`src/rtl/mbox_pf_seq.sv`:
```
`default_nettype none
// +----------------------------------------------------------------------------+
// | Module      : mbox_pf_seq                                                  |
// | Description : MBOX cycle sequencer that arbitrates normal completion,      |
// |               hardware-error / page-fail holds and bounded EBOX retries.   |
// | Revision    : 1.0  initial release                                         |
// +----------------------------------------------------------------------------+
module mbox_pf_seq (
  input  logic         clk,
  input  logic         CROBAR,
  input  logic         ebxReq,
  input  logic         mboxDone,
  input  logic [27:35] vma,
  input  logic         CSH_ADR_PAR_ERR,
  input  logic         MB_PAR_ERR,
  input  logic         ADR_PAR_ERR,
  input  logic         NXM_ERR,
  input  logic         SBUS_ERR,
  input  logic         PF_EBOX_HANDLE,
  input  logic         PT_PUBLIC,
  input  logic         ebxPfAck,
  input  logic         errClr,
  output logic [0:10]  pfDisp,
  output logic         PAGE_FAIL_HOLD,
  output logic         EBOX_RETRY_REQ,
  output logic         MBOX_RESP_IN,
  output logic [27:35] MBOX_GATE_VMA,
  output logic [0:4]   errSticky,
  output logic         busy
);

  localparam logic [2:0] c_IDLE   = 3'd0;
  localparam logic [2:0] c_CYCLE  = 3'd1;
  localparam logic [2:0] c_RESP   = 3'd2;
  localparam logic [2:0] c_PFHOLD = 3'd3;
  localparam logic [2:0] c_RETRY  = 3'd4;

  localparam logic [4:0] c_CODE_ADR_PAR = 5'h13;
  localparam logic [4:0] c_CODE_CSH_PAR = 5'h11;
  localparam logic [4:0] c_CODE_MB_PAR  = 5'h12;
  localparam logic [4:0] c_CODE_NXM     = 5'h14;
  localparam logic [4:0] c_CODE_SBUS    = 5'h15;
  localparam logic [4:0] c_CODE_PF_PUB  = 5'h02;
  localparam logic [4:0] c_CODE_PF_PRIV = 5'h01;
  localparam logic [4:0] c_CODE_EXHAUST = 5'h1F;

  localparam logic [1:0] c_RETRY_MAX = 2'd3;

  logic [2:0]   r_state;
  logic [2:0]   w_next_state;
  logic [1:0]   r_retry_cnt;
  logic         r_hard_err;
  logic         r_exhausted;
  logic [0:10]  r_pf_disp;
  logic [27:35] r_gate_vma;
  logic [0:4]   r_sticky;

  logic [0:4]   w_err_vec;
  logic         w_hard;
  logic         w_fault;
  logic         w_in_cycle;
  logic         w_retry_full;
  logic [4:0]   w_code;

  // Error vector ordering matches errSticky: ADR, CSH, MB, NXM, SBUS
  assign w_err_vec    = {ADR_PAR_ERR, CSH_ADR_PAR_ERR, MB_PAR_ERR, NXM_ERR, SBUS_ERR};
  assign w_hard       = |w_err_vec;
  assign w_fault      = w_hard | PF_EBOX_HANDLE;
  assign w_in_cycle   = (r_state == c_CYCLE);
  assign w_retry_full = (r_retry_cnt == c_RETRY_MAX);

  always_comb begin
    w_code = c_CODE_PF_PRIV;
    if (ADR_PAR_ERR)           w_code = c_CODE_ADR_PAR;
    else if (CSH_ADR_PAR_ERR)  w_code = c_CODE_CSH_PAR;
    else if (MB_PAR_ERR)       w_code = c_CODE_MB_PAR;
    else if (NXM_ERR)          w_code = c_CODE_NXM;
    else if (SBUS_ERR)         w_code = c_CODE_SBUS;
    else if (w_retry_full)     w_code = c_CODE_EXHAUST;
    else if (PT_PUBLIC)        w_code = c_CODE_PF_PUB;
  end

  always_comb begin
    w_next_state = r_state;
    case (r_state)
      c_IDLE: begin
        if (ebxReq) w_next_state = c_CYCLE;
      end
      c_CYCLE: begin
        // A fault outranks a completion seen on the same clock
        if (w_fault)       w_next_state = c_PFHOLD;
        else if (mboxDone) w_next_state = c_RESP;
      end
      c_RESP: begin
        w_next_state = c_IDLE;
      end
      c_PFHOLD: begin
        if (ebxPfAck) begin
          if (r_hard_err || r_exhausted) w_next_state = c_IDLE;
          else                           w_next_state = c_RETRY;
        end
      end
      c_RETRY: begin
        w_next_state = c_CYCLE;
      end
      default: begin
        w_next_state = c_IDLE;
      end
    endcase
  end

  always_ff @(posedge clk or posedge CROBAR) begin
    if (CROBAR) begin
      r_state <= c_IDLE;
    end else begin
      r_state <= w_next_state;
    end
  end

  // VMA is sampled only on a fresh start, so retries reuse the original address
  always_ff @(posedge clk or posedge CROBAR) begin
    if (CROBAR) begin
      r_gate_vma <= '0;
    end else if (r_state == c_IDLE && ebxReq) begin
      r_gate_vma <= vma;
    end
  end

  always_ff @(posedge clk or posedge CROBAR) begin
    if (CROBAR) begin
      r_pf_disp   <= '0;
      r_hard_err  <= 1'b0;
      r_exhausted <= 1'b0;
    end else if (w_in_cycle && w_fault) begin
      r_pf_disp   <= {w_code, r_gate_vma[30:35]};
      r_hard_err  <= w_hard;
      r_exhausted <= ~w_hard & w_retry_full;
    end
  end

  always_ff @(posedge clk or posedge CROBAR) begin
    if (CROBAR) begin
      r_retry_cnt <= '0;
    end else begin
      case (r_state)
        c_RESP: begin
          r_retry_cnt <= '0;
        end
        c_RETRY: begin
          if (!w_retry_full) r_retry_cnt <= r_retry_cnt + 2'd1;
        end
        c_PFHOLD: begin
          if (ebxPfAck && r_hard_err) r_retry_cnt <= '0;
        end
        default: begin
          r_retry_cnt <= r_retry_cnt;
        end
      endcase
    end
  end

  // A new error on the clearing clock survives the clear
  always_ff @(posedge clk or posedge CROBAR) begin
    if (CROBAR) begin
      r_sticky <= '0;
    end else begin
      r_sticky <= (r_sticky & ~{5{errClr}}) | (w_in_cycle ? w_err_vec : 5'b00000);
    end
  end

  // Status strobes decode straight from state so reset removes them at once
  assign pfDisp         = r_pf_disp;
  assign PAGE_FAIL_HOLD = (r_state == c_PFHOLD);
  assign EBOX_RETRY_REQ = (r_state == c_RETRY);
  assign MBOX_RESP_IN   = (r_state == c_RESP);
  assign MBOX_GATE_VMA  = r_gate_vma;
  assign errSticky      = r_sticky;
  assign busy           = (r_state != c_IDLE);

endmodule
`default_nettype wire

```
`config.mk`:
```
export PLATFORM = sky130hd
export DESIGN_NAME = mbox_pf_seq
export DESIGN_NICKNAME = d
export VERILOG_FILES = /design/src/rtl/mbox_pf_seq.sv
export SDC_FILE = /design/constraint.sdc
export NUM_CORES = 1
export LEC_CHECK = 0
export ABC_AREA = 1
export BUFFER_PORTS_ARGS = -buffer_cell sky130_fd_sc_hd__buf_2
export CORE_MARGIN = 3
export CORE_UTILIZATION = 44
export CTS_BUF_LIST = sky130_fd_sc_hd__clkbuf_16
export CTS_CLUSTER_DIAMETER = 40
export DETAILED_ROUTE_END_ITERATION = 10
export GPL_ROUTABILITY_DRIVEN = 1
export MAX_ROUTING_LAYER = met4
export PLACE_DENSITY = 0.74
export SLEW_MARGIN = 20
export SYNTH_ARGS = -nofsm -noshare
export SYNTH_HDL_FRONTEND = slang
export SYNTH_SLANG_ARGS = --single-unit
export TNS_END_PERCENT = 10
```
`constraint.sdc`:
```
create_clock -name clk -period 1.3 [get_ports clk]
set_input_delay 0.26 -clock clk [delete_from_list [all_inputs] [get_ports clk]]
set_output_delay 0.26 -clock clk [all_outputs]
set_load 0.02 [all_outputs]
```
Word-level counts from Yosys, hierarchy flattened
Index checks and enable logic that the tools add are counted.
{"block": "op_classes", "n_mux": 17, "addsub": 1, "n_bitwise": 6, "reduce_logical": 10, "n_eq_ne": 10}
{"operator": "$mux W5", "n": 7}
{"operator": "$mux W3", "n": 5}
{"operator": "$pmux W3 S4", "n": 1}
{"operator": "$eq A3 B2 Y1 const B", "n": 2}
{"operator": "$mux W2", "n": 3}
{"operator": "$ne A2 B2 Y1 const B", "n": 3}
{"operator": "$pmux W2 S3", "n": 1}
{"operator": "$reduce_and A3 Y1", "n": 2}
{"operator": "$reduce_bool A3 Y1", "n": 2}
{"operator": "$and A5 B5 Y5", "n": 1}
{"operator": "$not A5 Y5", "n": 1}
{"operator": "$or A5 B5 Y5", "n": 1}
{"operator": "$reduce_or A5 Y1", "n": 1}
{"operator": "$eq A3 B1 Y1 const B", "n": 1}
{"operator": "$eq A3 B3 Y1 const B", "n": 1}
{"operator": "$logic_and A1 B1 Y1", "n": 3}
{"operator": "$logic_not A3 Y1", "n": 1}
{"operator": "$ne A3 B3 Y1 const B", "n": 1}
{"operator": "$add A2 B1 Y2 const B", "n": 1}
{"operator": "$eq A2 B2 Y1 const B", "n": 1}
{"operator": "$ne A2 B1 Y1 const B", "n": 1}
{"operator": "$and A1 B1 Y1", "n": 1}
{"operator": "$logic_or A1 B1 Y1", "n": 1}
{"operator": "$not A1 Y1", "n": 1}
{"operator": "$or A1 B1 Y1", "n": 1}
{"block": "totals", "ff_bits": 32, "output_inout_bits": 29, "wordCells": 51}

Logic depth before layout (Yosys ltp)
{"block": "depth", "word_depth": 7, "depth_mapped": 9, "ltp_nobuf": 9}

Worst setup path before layout
Ideal clock, no wire load.
{"block": "synth_timing", "kind": "reg2reg", "from": "register r_state[2]", "to": "register r_state[0]", "stages_incl_launch_ff": 10, "t_arrival_ns": 1.246, "setup_ns": 0.065, "required_ns": 1.235, "path_slack_ns": -0.011, "path_buffers": 0, "cell_sequence": "dfrtp_1 > inv_2 > nand2_1 > nor2_2 > nand2_1 > nand2_1 > inv_1 > nand2_1 > nand2_1 > nand2_1"}
{"block": "synth_via", "elab_chain_len": 3}
{"item": "start, declared", "line": "49", "text": "logic [2:0] r_state;"}
{"item": "start signal, assigned", "line": "114", "text": "r_state <= c_IDLE;"}
{"item": "start signal, assigned", "line": "116", "text": "r_state <= w_next_state;"}
{"item": "$eq A3 B2 Y1 *"}
{"item": "via PAGE_FAIL_HOLD", "line": "24", "text": "output logic PAGE_FAIL_HOLD,"}
{"item": "$ne A2 B2 Y1 (no line)"}
{"item": "$reduce_and A3 Y1 (no line)"}
Mark *: on every way through the listed nets, which the timed path passes. The rest lies on a longest branch.
A chain may end at the register's enable or synchronous reset.

Final worst setup path
{"block": "layout_timing", "from": "register r_state[0]", "to": "output port EBOX_RETRY_REQ"}
{"block": "layout_via", "elab_chain_len": 1}
{"item": "$eq A3 B3 Y1", "line": "174", "text": "assign EBOX_RETRY_REQ = (r_state == c_RETRY);"}
{"item": "end, declared", "line": "25", "text": "output logic EBOX_RETRY_REQ,"}
Every way passes these cells.

==> impl_metrics.yaml <==
global_route:
  grt_start_max_net_pins: 33
  grt_pass1_vias: 1346
  grt_pass1_wl_um: 5650
  antenna_found_initial: 0
  grt_usage_pct: 18.6
  overflow: 0
power:
  leakage_nw: 1.18
  sw_frac_of_total_pct: 40.5
  ir_worst_vdd_mv: 1.34
  p_comb_share_pct: 51.6
  p_switching_w: 0.00230
  power_frac_seq_pct: 30.0
  internal-power_w: 0.00339
  clockPowerShare_pct: 18.5
  power.density_nw_per_um2: 2650
synthesis:
  synth_top_area_cell: "dfrtp_1"
  yosys.area.top_type_share_pct: 54.6
  syn_area_um2: 1470
  synth_seq_cells: 32
  synth.area.top_cells: "dfrtp_1, nand2_1, inv_1"
  syn-num-nets: 189
  ys_seq_area_share_pct: 54.6
  yosys_warnings: 0
  syn-mean-instance-area_um2: 8.83
  synth_cell_types: 22
  syn_inst: 166
outcome:
  status: "complete, but fails checks"
  violations: "setup timing"
setup_path:
  cp-end-kind: "primary output"
  critPathMaxFanout: 3
  slowest_stage: "dfrtp_1"
  worstPathRequired_ps: 1040
  r2r-start: "r_state[1]"
  start_kind: "flip-flop"
  path_common_cell: "buf_6"
  startpoint: "r_state[0]"
  ff2ff_setup_slack_ps: -110
  crit_arrival_ps: 1200
  crit_type: "reg2out"
  cpPeakStageDelay_ps: 390
  path_cells: "nor2_2 > buf_6 > inv_4 > nor2_4 > buf_6"
placement:
  hpwl_um: 2440
  port_buffers: 50
  dpl_cell_area_um2: 1850
  gp_congestion: 0.912
  post-place-ws_ps: -17.3
floorplanning:
  die_height_um: 63.7
  core_area_um2: 3130
  io_pins: 51
  row_count: 20
  start_util_pct: 46.9
  die-width_um: 63.7
  dieArea_um2: 4060
cts:
  clk_latency_ps: 270
  numCtsBuffers: 5
  path_clk_slew_ps: 50
  cts_buffer_depth: 2
  cts_tree: "built"
  tritoncts_num_sinks: 32
  clockRootBuffer: "clkbuf_16"
  holdBufCountCts: 0
  h-tree-depth: 2
sta:
  worst_slack_ps: -164
  worst_pin_slew_ps: 379
  clock_skew_ps: 4.37
  slew_headroom_pct: 74.7
  post-route-period-util_pct: 113
  min_period_ps: 1460
  drv_slew: 0
  rsz0062_at_grt: "yes"
  clock.fmax_mhz: 683
  hold_violations: 0
  setup_viol: 30
route:
  vias: 1341
  via_per_inst: 4.66
  antenna_left: 0
  drc: 0
  drt_iter0_drc: 75
  wl_per_cell_um: 12.3
  first_pass_iters: 4
  drt_wl_total_um: 3560
finish:
  layout.nets: 267
  final_area_um2: 2150
  layout_commonest_cell: "nand2_1"
  fillCellCount: 236
  drive_gt1_share_pct: 43.0
  antenna_cells: 0
  final_cell_mix: "nand2_1, buf_2, dfrtp_1"
  area_growth_pct: 46.3
flow_run:
  cap_violations: 0
hold_path:
  hp-class: "in2async"
==> cells by family after synthesis <==
kind of cell	synth area share (%)
buf+inv	7.85
compound gates	6.74
flops	54.6
fa+ha+maj	0.853
simple gates	24.3
mux	5.63
==> power groups by stage <==
stage	registers (W)	logic (W)	clock network, W
finish	0.00170	0.00293	0.00105
global route	0.00176	0.00319	0.00113
CTS	0.00170	0.00272	0.00108
detailed placement	0.00173	0.00244	0
global placement	0.00172	0.00239	0
floorplan	0.00217	0.00117	0
==> metal layers <==
layer  track usage (%)  vias up  part of all wire [%]
met3              7.03        8                   8.1
met2              27.9       55                    48
met4              8.63        0                   1.9
met5                 -        -                     0
li1                  -      674                     -
met1              22.3      604                    42
==> through the flow <==
step           std cells  hold WS, ps  power (W)  TNS [ps]  util, %
2_1_floorplan        166          356    0.00333         0        -
3_3_place_gp         270          361    0.00411         0     59.0
3_5_place_dp         270          363    0.00416     -84.1     59.0
4_1_cts              284         75.8    0.00549      -704     66.3
5_1_grt              288          100    0.00608     -4360     68.6
6_report             288         60.6    0.00569     -2150     68.6
==> registers in the layout, summed over array words and instances (netlist names) <==
register,count
r_retry_cnt,2
errSticky,5
r_hard_err,1
r_exhausted,1
r_state,3
pfDisp,11
MBOX_GATE_VMA,9
==> area by class of cell <==
type	instances	area (um2)	area share, %
Sequential cell	32	801	37.3
Clock buffer	5	125	5.83
Timing Repair Buffer	74	472	22.0
Multi-Input combinational cell	108	596	27.8
Clock inverter	2	7.51	0.350
Inverter	23	90.1	4.20
Tap cell	44	55.1	2.57
==> worst paths after layout <==
kind,endpoint,cells past startpoint
worst max-delay path,EBOX_RETRY_REQ,5
worst min-delay path,MBOX_GATE_VMA[30],3
worst max register to register,r_state[1],9
worst min register to register,pfDisp[1],2
max in group asynchronous,pfDisp[1],3
min in group clk,errSticky[1],2
==> critical path: cells and delay by family, from the launching register on <==
kind	cells	cell delay, ps
buffers and inverters	3	290
DFF	1	390
and+or+nand+nor	2	250
==> timing repair <==
action | 4_1_cts | 5_1_grt
setup buffers | 7 | 4
pin swaps | 5 | 10
cloned | 0 | 0
endpoints found under the hold margin | 0 | 0
resized for setup | 13 | 14
setup endpoints to repair | 11 | 30
==> cell usage after synthesis <==
cell type  number
nand3b_1        1
nor3_4          1
a21oi_1         4
nand3_1         4
mux2_2          2
inv_2           3
clkinv_2        1
dfrtp_1        32
buf_6           2
buf_2           1
nor2_1         13
mux2_4          4
nand3_2         2
o21ai_0         5
o22ai_1         3
inv_1          19
o21ai_1         7
nor2_2          4
nand2_1        54
ha_1            1
nand4_1         1
nor3_1          2
(Power assumes the default switching activity.)
